File: config.mk
export PLATFORM = sky130hd
export DESIGN_NAME = circle_renderer
export DESIGN_NICKNAME = d
export VERILOG_FILES = /design/src/rtl/circle_render_pkg.sv /design/src/rtl/circle_hit_test.sv /design/src/rtl/circle_renderer.sv
export SDC_FILE = /design/constraint.sdc
export NUM_CORES = 2
export LEC_CHECK = 0
export ABC_CLOCK_PERIOD_IN_PS = 18300
export CORE_UTILIZATION = 40
export DETAILED_ROUTE_END_ITERATION = 10
export GPL_TIMING_DRIVEN = 0
export HOLD_SLACK_MARGIN = 0.15
export SLEW_MARGIN = 5
export SYNTH_ARGS = -nofsm -noshare
export SYNTH_HDL_FRONTEND = slang
export SYNTH_SLANG_ARGS = --single-unit
File: constraint.sdc
create_clock -name Clk -period 18.3 [get_ports Clk]
set_input_delay 2.745 -clock Clk [delete_from_list [all_inputs] [get_ports Clk]]
set_output_delay 2.745 -clock Clk [all_outputs]
set_load 0.01 [all_outputs]
File: src/rtl/circle_render_pkg.sv
// Shared types, default-configuration widths and the approach-circle state
// encoding for the playfield circle renderer.
package circle_render_pkg;

   localparam int CR_COORD_W    = 10;
   localparam int CR_MAX_RADIUS = 48;
   localparam int CR_RAD_W      = $clog2(CR_MAX_RADIUS + 1);
   localparam int CR_SDIST_W    = CR_COORD_W + 1;
   localparam int CR_DIST2_W    = 2 * CR_COORD_W + 2;

   typedef logic        [CR_COORD_W-1:0] coord_t;
   typedef logic signed [CR_SDIST_W-1:0] sdist_t;
   typedef logic        [CR_DIST2_W-1:0] dist2_t;
   typedef logic        [CR_RAD_W-1:0]   radius_t;

   typedef enum logic {AP_IDLE, AP_SHRINK} ap_state_e;

   // Index width that stays legal for a single-channel build.
   function automatic int idx_width(input int n);
      return (n > 1) ? $clog2(n) : 1;
   endfunction

endpackage

File: src/rtl/circle_hit_test.sv
// One object channel: registers the signed offset to the pixel, then compares
// the squared distance against the body circle and the approach ring.
module circle_hit_test
   import circle_render_pkg::*;
#(
   parameter int COORD_W = 10,
   parameter int RAD_W   = 6,
   parameter int RING_W  = 2
) (
   input  logic               clk_i,
   input  logic               rst_i,
   input  logic [COORD_W-1:0] draw_x_i,
   input  logic [COORD_W-1:0] draw_y_i,
   input  logic [COORD_W-1:0] obj_x_i,
   input  logic [COORD_W-1:0] obj_y_i,
   input  logic [RAD_W-1:0]   radius_i,
   input  logic               valid_i,
   input  logic               ring_i,
   input  logic               app_active_i,
   input  logic [RAD_W-1:0]   app_radius_i,
   output logic               body_hit_o,
   output logic               app_hit_o
);

   localparam int SW  = COORD_W + 1;
   localparam int D2W = 2 * COORD_W + 2;
   localparam int R2W = 2 * RAD_W;

   logic signed [SW-1:0]  dx_d, dy_d, dx_q, dy_q;
   logic signed [D2W-1:0] ex_x, ex_y, sq_x, sq_y;
   logic        [D2W-1:0] d2;

   // One extra bit keeps DrawX=0 against x=max from wrapping.
   assign dx_d = $signed({1'b0, draw_x_i}) - $signed({1'b0, obj_x_i});
   assign dy_d = $signed({1'b0, draw_y_i}) - $signed({1'b0, obj_y_i});

   always_ff @(posedge clk_i) begin
      if (rst_i) begin
         dx_q <= '0;
         dy_q <= '0;
      end else begin
         dx_q <= dx_d;
         dy_q <= dy_d;
      end
   end

   assign ex_x = D2W'(dx_q);
   assign ex_y = D2W'(dy_q);
   assign sq_x = ex_x * ex_x;
   assign sq_y = ex_y * ex_y;
   assign d2   = $unsigned(sq_x) + $unsigned(sq_y);

   // Inside radius r; for a ring also strictly outside r-RING_W, unless the
   // ring is at least as thick as the circle, which degenerates to a disc.
   function automatic logic in_band(input logic [D2W-1:0] dist2,
                                    input logic [RAD_W-1:0] r,
                                    input logic ring);
      logic [R2W-1:0]   outer;
      logic [R2W-1:0]   inner;
      logic [RAD_W-1:0] r_in;
      outer   = R2W'(r) * R2W'(r);
      r_in    = r - RAD_W'(RING_W);
      inner   = R2W'(r_in) * R2W'(r_in);
      in_band = (dist2 <= D2W'(outer)) &&
                (!ring || (r <= RAD_W'(RING_W)) || (dist2 > D2W'(inner)));
   endfunction

   assign body_hit_o = valid_i & in_band(d2, radius_i, ring_i);
   assign app_hit_o  = app_active_i & in_band(d2, app_radius_i, 1'b1);

endmodule

File: src/rtl/circle_renderer.sv
// Multi-object circle renderer: frame-latched geometry, per-channel hit test,
// lowest-index priority and 2-cycle pixel latency.
// Define CIRCLE_RENDERER_APPROACH_EN to build the shrinking approach circles.
module circle_renderer
   import circle_render_pkg::*;
#(
   parameter  int N_OBJ       = 4,
   parameter  int COORD_W     = 10,
   parameter  int MAX_RADIUS  = 48,
   parameter  int RING_W      = 2,
   parameter  int SHRINK_STEP = 1,
   localparam int RAD_W       = $clog2(MAX_RADIUS + 1),
   localparam int IDX_W       = idx_width(N_OBJ)
) (
   input  logic                     Clk,
   input  logic                     Reset,
   input  logic                     frame_clk,
   input  logic [COORD_W-1:0]       DrawX,
   input  logic [COORD_W-1:0]       DrawY,
   input  logic [N_OBJ*COORD_W-1:0] obj_x,
   input  logic [N_OBJ*COORD_W-1:0] obj_y,
   input  logic [N_OBJ*RAD_W-1:0]   obj_radius,
   input  logic [N_OBJ-1:0]         obj_valid,
   input  logic [N_OBJ-1:0]         obj_ring,
   input  logic [N_OBJ-1:0]         spawn,
   output logic                     is_obj,
   output logic [IDX_W-1:0]         obj_idx,
   output logic                     is_approach,
   output logic [N_OBJ-1:0]         approach_done
);

   logic               frame_q, frame_prev_q, fe;
   logic [COORD_W-1:0] sx_q [N_OBJ];
   logic [COORD_W-1:0] sy_q [N_OBJ];
   logic [RAD_W-1:0]   sr_q [N_OBJ];
   logic [N_OBJ-1:0]   sv_q, sring_q;
   logic [RAD_W-1:0]   app_r [N_OBJ];
   logic [N_OBJ-1:0]   app_active, body_hit, app_hit;
   logic               hit_d, hit_q, app_sel_d, app_sel_q;
   logic [IDX_W-1:0]   idx_d, idx_q;

   always_ff @(posedge Clk) begin
      if (Reset) begin
         frame_q      <= 1'b0;
         frame_prev_q <= 1'b0;
      end else begin
         frame_q      <= frame_clk;
         frame_prev_q <= frame_q;
      end
   end

   assign fe = frame_q & ~frame_prev_q;

   // Shadow geometry only moves on a frame edge so a frame never tears.
   always_ff @(posedge Clk) begin
      if (Reset) begin
         for (int i = 0; i < N_OBJ; i++) begin
            sx_q[i] <= '0;
            sy_q[i] <= '0;
            sr_q[i] <= '0;
         end
         sv_q    <= '0;
         sring_q <= '0;
      end else if (fe) begin
         for (int i = 0; i < N_OBJ; i++) begin
            sx_q[i] <= obj_x[i*COORD_W +: COORD_W];
            sy_q[i] <= obj_y[i*COORD_W +: COORD_W];
            sr_q[i] <= (obj_radius[i*RAD_W +: RAD_W] > RAD_W'(MAX_RADIUS)) ?
                       RAD_W'(MAX_RADIUS) : obj_radius[i*RAD_W +: RAD_W];
         end
         sv_q    <= obj_valid;
         sring_q <= obj_ring;
      end
   end

`ifdef CIRCLE_RENDERER_APPROACH_EN
   localparam int AW = RAD_W + 2;

   ap_state_e        ap_st_q [N_OBJ];
   ap_state_e        ap_st_d [N_OBJ];
   logic [RAD_W-1:0] ar_q [N_OBJ];
   logic [RAD_W-1:0] ar_d [N_OBJ];
   logic [N_OBJ-1:0] done_d, done_q;

   always_ff @(posedge Clk) begin
      if (Reset) begin
         for (int i = 0; i < N_OBJ; i++) begin
            ap_st_q[i] <= AP_IDLE;
            ar_q[i]    <= '0;
         end
         done_q <= '0;
      end else begin
         for (int i = 0; i < N_OBJ; i++) begin
            ap_st_q[i] <= ap_st_d[i];
            ar_q[i]    <= ar_d[i];
         end
         done_q <= done_d;
      end
   end

   // A spawn outranks a coincident frame edge: the ring restarts at full size.
   always_comb begin
      for (int i = 0; i < N_OBJ; i++) begin
         ap_st_d[i] = ap_st_q[i];
         ar_d[i]    = ar_q[i];
         done_d[i]  = 1'b0;
         if (spawn[i] && sv_q[i]) begin
            ap_st_d[i] = AP_SHRINK;
            ar_d[i]    = RAD_W'(MAX_RADIUS);
         end else if (ap_st_q[i] == AP_SHRINK) begin
            if (!sv_q[i]) begin
               ap_st_d[i] = AP_IDLE;
            end else if (fe) begin
               if ({2'b00, ar_q[i]} <= ({2'b00, sr_q[i]} + AW'(SHRINK_STEP))) begin
                  ar_d[i]    = sr_q[i];
                  done_d[i]  = 1'b1;
                  ap_st_d[i] = AP_IDLE;
               end else begin
                  ar_d[i] = ar_q[i] - RAD_W'(SHRINK_STEP);
               end
            end
         end
      end
   end

   always_comb begin
      for (int i = 0; i < N_OBJ; i++) begin
         app_active[i] = (ap_st_q[i] == AP_SHRINK);
         app_r[i]      = ar_q[i];
      end
   end

   assign approach_done = done_q;
`else
   logic unused_ok;
   assign unused_ok = ^{spawn, 32'(SHRINK_STEP)};

   always_comb begin
      for (int i = 0; i < N_OBJ; i++) begin
         app_active[i] = 1'b0;
         app_r[i]      = '0;
      end
   end

   assign approach_done = '0;
`endif

   for (genvar g = 0; g < N_OBJ; g++) begin : g_ch
      circle_hit_test #(
         .COORD_W (COORD_W),
         .RAD_W   (RAD_W),
         .RING_W  (RING_W)
      ) u_hit (
         .clk_i        (Clk),
         .rst_i        (Reset),
         .draw_x_i     (DrawX),
         .draw_y_i     (DrawY),
         .obj_x_i      (sx_q[g]),
         .obj_y_i      (sy_q[g]),
         .radius_i     (sr_q[g]),
         .valid_i      (sv_q[g]),
         .ring_i       (sring_q[g]),
         .app_active_i (app_active[g]),
         .app_radius_i (app_r[g]),
         .body_hit_o   (body_hit[g]),
         .app_hit_o    (app_hit[g])
      );
   end

   // Scan high to low so the lowest-numbered hitting channel is left standing.
   always_comb begin
      hit_d     = 1'b0;
      idx_d     = '0;
      app_sel_d = 1'b0;
      for (int i = N_OBJ - 1; i >= 0; i--) begin
         if (body_hit[i] || app_hit[i]) begin
            hit_d     = 1'b1;
            idx_d     = IDX_W'(i);
            app_sel_d = ~body_hit[i];
         end
      end
   end

   always_ff @(posedge Clk) begin
      if (Reset) begin
         hit_q     <= 1'b0;
         idx_q     <= '0;
         app_sel_q <= 1'b0;
      end else begin
         hit_q     <= hit_d;
         idx_q     <= idx_d;
         app_sel_q <= app_sel_d;
      end
   end

   assign is_obj      = hit_q;
   assign obj_idx     = idx_q;
   assign is_approach = app_sel_q;

endmodule

==> flow_summary_export.csv <==
group,metric,value,unit
worst_setup_path,r2r_slack,8.32,ns
timing,fin_crit,9.979,ns
clock_network,clockBufferDepth,3,
floorplanning,fp.dieArea,130400,um^2
final_layout,nFillCells,12380,
min_path,hp-class,"reg2reg",
timing,tightestPinTransition,1.326,ns
floorplanning,dieHeight,361.2,um
worst_setup_path,critPathCaptureType,"flip-flop",
floorplanning,initial_core_util,40.41,%
clock_network,cts_tree,"built",
grt,grt_pass1_vias,37390,
drt,drtPass1Iterations,5,
worst_setup_path,setup.worst_path.end,"obj_idx[1]$_SDFF_PP0_",
timing,hold_violations,0,
worst_setup_path,r2r_cells,28,
worst_setup_path,worst_ep_required_time,18.74,ns
synth,avgSynthCellArea,9.293,um^2
clock_network,root_buffer,"clkbuf_16",
timing,slew_headroom,11.61,%
worst_setup_path,start_kind,"flip-flop",
drt,wirelength,126.3,mm
synth,synth-seq-cells,206,
worst_setup_path,worstSetupPathType,"reg2reg",
floorplanning,io-pin-count,147,
clock_network,post_cts_buffers,0,
final_layout,drive_above_1_share,1.462,%
final_layout,nNetsFinal,7503,
clock_network,insertion_delay,0.62,ns
grt,grt_overflow,0,
synth,synthCells,5553,
clock_network,cts_inserted_buffers,27,
placed_design,dp.final_hpwl,111.2,mm
clock_network,clkTransAtPathRegs,0.06,ns
clock_network,cts_hold_buf,0,
timing,fin_crit_sh,54.53,%
grt,grt_pass1_wl,202.5,mm
worst_setup_path,crit_slowest_cell,"nor4_1",
timing,slew_viol_final,0,
synth,synth_cell_types,74,
timing,tns,0,ns
drt,drt_iter0_drc,1933,
clock_network,cts_sinks,206,
worst_setup_path,reg2reg_from,"g_ch[3].u_hit.dx_q[0]$_SDFF_PP0_",
timing,setup_viol,0,
synth,ys_seq_area_share,10.01,%
timing,grt_setup_unrepaired,"false",
synth,ys.flop_type,"edfxtp_1",
worst_setup_path,reg2reg_to,"obj_idx[1]$_SDFF_PP0_",
timing,clock_skew,0.02356,ns
synth,netlist_area,51600,um^2
grt,grt_start_max_net_pins,76,
synth,async_flop_share,0,%
floorplanning,rows,131,
worst_setup_path,crit_path_max_incr_delay,0.85,ns
job,cap_violations,0,
worst_setup_path,cp_max_fo,10,
drt,vias,35840,
worst_setup_path,cpMostUsedCell,"fa_1",
final_layout,layout_common_cells,"1576 x inv_1, 1022 x fa_1, 616 x ha_1, 371 x nand2_1, 287 x and2_1",
final_layout,area_delta_synth_final,8.627,%
clock_network,cts_resized,0,
clock_network,cts-htree-levels,1,
floorplanning,core-area,127700,um^2
worst_setup_path,crit_path_start,"g_ch[3].u_hit.dx_q[0]$_SDFF_PP0_",
floorplanning,die_width,361.2,um
drt,route.detailed.drc,0,
placed_design,place_congestion,0.9225,
timing,max_freq,0.1002,GHz
drt,avgViaCountPerCell,4.837,
placed_design,port_buffers,138,
final_layout,final_common_cell,"inv_1",
drt,post_drt_wl_per_cell,17.04,um
synth,synth-edff-count,104,
grt,grt_usage,20.01,%
drt,ant_nets,0,
worst_setup_path,arrival,10.41,ns
outcome,status,"completed",
synth,ys_warn_count,0,
grt,antenna_found_initial,12,
[layer usage]
metal | vias to the layer above | GRT usage, % | share of wire [%]
li1 | 17010 | - | -
met1 | 17880 | 27.28 | 44
met2 | 816 | 32.12 | 46
met3 | 123 | 4.821 | 7.4
met4 | 10 | 4.247 | 2.5
met5 | - | 0.6659 | 0.13
[state kept, by name, summed over array words and instances (netlist names), 2 cells and up]
register	flops
sx_q	40
obj_idx	2
g_ch.u_hit.dy_q	44
g_ch.u_hit.dx_q	44
sy_q	40
sv_q	4
sring_q	4
sr_q	24
[worst min path at each step]
stage / from / endpoint / slack [ns] / cells after the start
floorplan: sring_q[2]$_SDFFE_PP0P_ / sring_q[2]$_SDFFE_PP0P_ / 0.44 / 1
global placement: sring_q[0]$_SDFFE_PP0P_ / sring_q[0]$_SDFFE_PP0P_ / 0.46 / 1
detailed placement: sring_q[0]$_SDFFE_PP0P_ / sring_q[0]$_SDFFE_PP0P_ / 0.47 / 1
CTS: sring_q[0]$_SDFFE_PP0P_ / sring_q[0]$_SDFFE_PP0P_ / 0.48 / 1
global route: sring_q[0]$_SDFFE_PP0P_ / sring_q[0]$_SDFFE_PP0P_ / 0.51 / 1
finish: sring_q[0]$_SDFFE_PP0P_ / sring_q[0]$_SDFFE_PP0P_ / 0.49 / 1
[layout make-up]
class / count / area, um^2 / area share (%)
clock buffer: 36 / 772.0 / 1.377
buffer: 141 / 546.8 / 0.9754
tap: 1662 / 2079 / 3.710
clock inverter: 13 / 120.1 / 0.2143
multi-input combinational: 3632 / 40000 / 71.36
antenna: 2 / 5.005 / 0.008928
timing repair buffer: 140 / 1436 / 2.562
sequential: 206 / 5165 / 9.214
inverter: 1578 / 5928 / 10.58
[logic make-up (layout without fill, tap and decap cells)]
| kind of cell | after synthesis | after routing | synth area share [%] |
|---|---|---|---|
| muxes | 14 | 14 | 0.3152 |
| buffers and inverters | 1719 | 1908 | 12.53 |
| adders and majority gates | 1638 | 1638 | 54.58 |
| xor gates and xnor gates | 238 | 238 | 4.129 |
| and+or+nand+nor | 1227 | 1227 | 11.93 |
| AOI/OAI and AO/OA | 510 | 510 | 6.496 |
| DFF | 206 | 206 | 10.01 |
| other | 1 | 7 | 0.007267 |
[through the flow]
| stage | instance area (um^2) | worst slack, ns | utilization [%] | std cells | hold slack, ns |
|---|---|---|---|---|---|
| 4_1_cts | 56050 | 8.297 | 43.90 | 7408 | 0.4815 |
| 6_report | 56060 | 8.321 | 43.90 | 7410 | 0.4872 |
| 3_3_place_gp | 55080 | 8.311 | 43.14 | 7357 | 0.4596 |
| 5_1_grt | 56050 | 7.751 | 43.90 | 7408 | 0.5062 |
| 3_5_place_dp | 55160 | 8.362 | 43.20 | 7359 | 0.4674 |
| 2_1_floorplan | 51620 | 10.57 | - | 5557 | 0.4426 |
[synthesized netlist by cell type, types with 102 or more instances]
cell type	n	area, um^2
inv_1	1577	5919
fa_1	1022	20460
ha_1	616	7707
nand2_1	371	1393
and2_1	287	1795
nor2_1	221	829.6
xnor2_1	193	1690
clkbuf_1	136	510.5
a21oi_1	133	665.6
nor2b_1	130	813.3
edfxtp_1	104	3123
dfxtp_1	102	2042
[critical path, delay by kind of cell, from the launching register on]
family                   cells  cell delay, ns
AO/OA/AOI/OAI                5            1.69
XOR/XNOR                     1            0.25
adder cells (fa/ha/maj)      9            4.18
buffers and inverters        6            0.83
flip-flops                   1            0.48
AND/OR/NAND/NOR              7            2.37
Power is left out: the tool's default activity adds up to more than one toggle a clock period on the data nets, which glitch-free logic cannot reach.
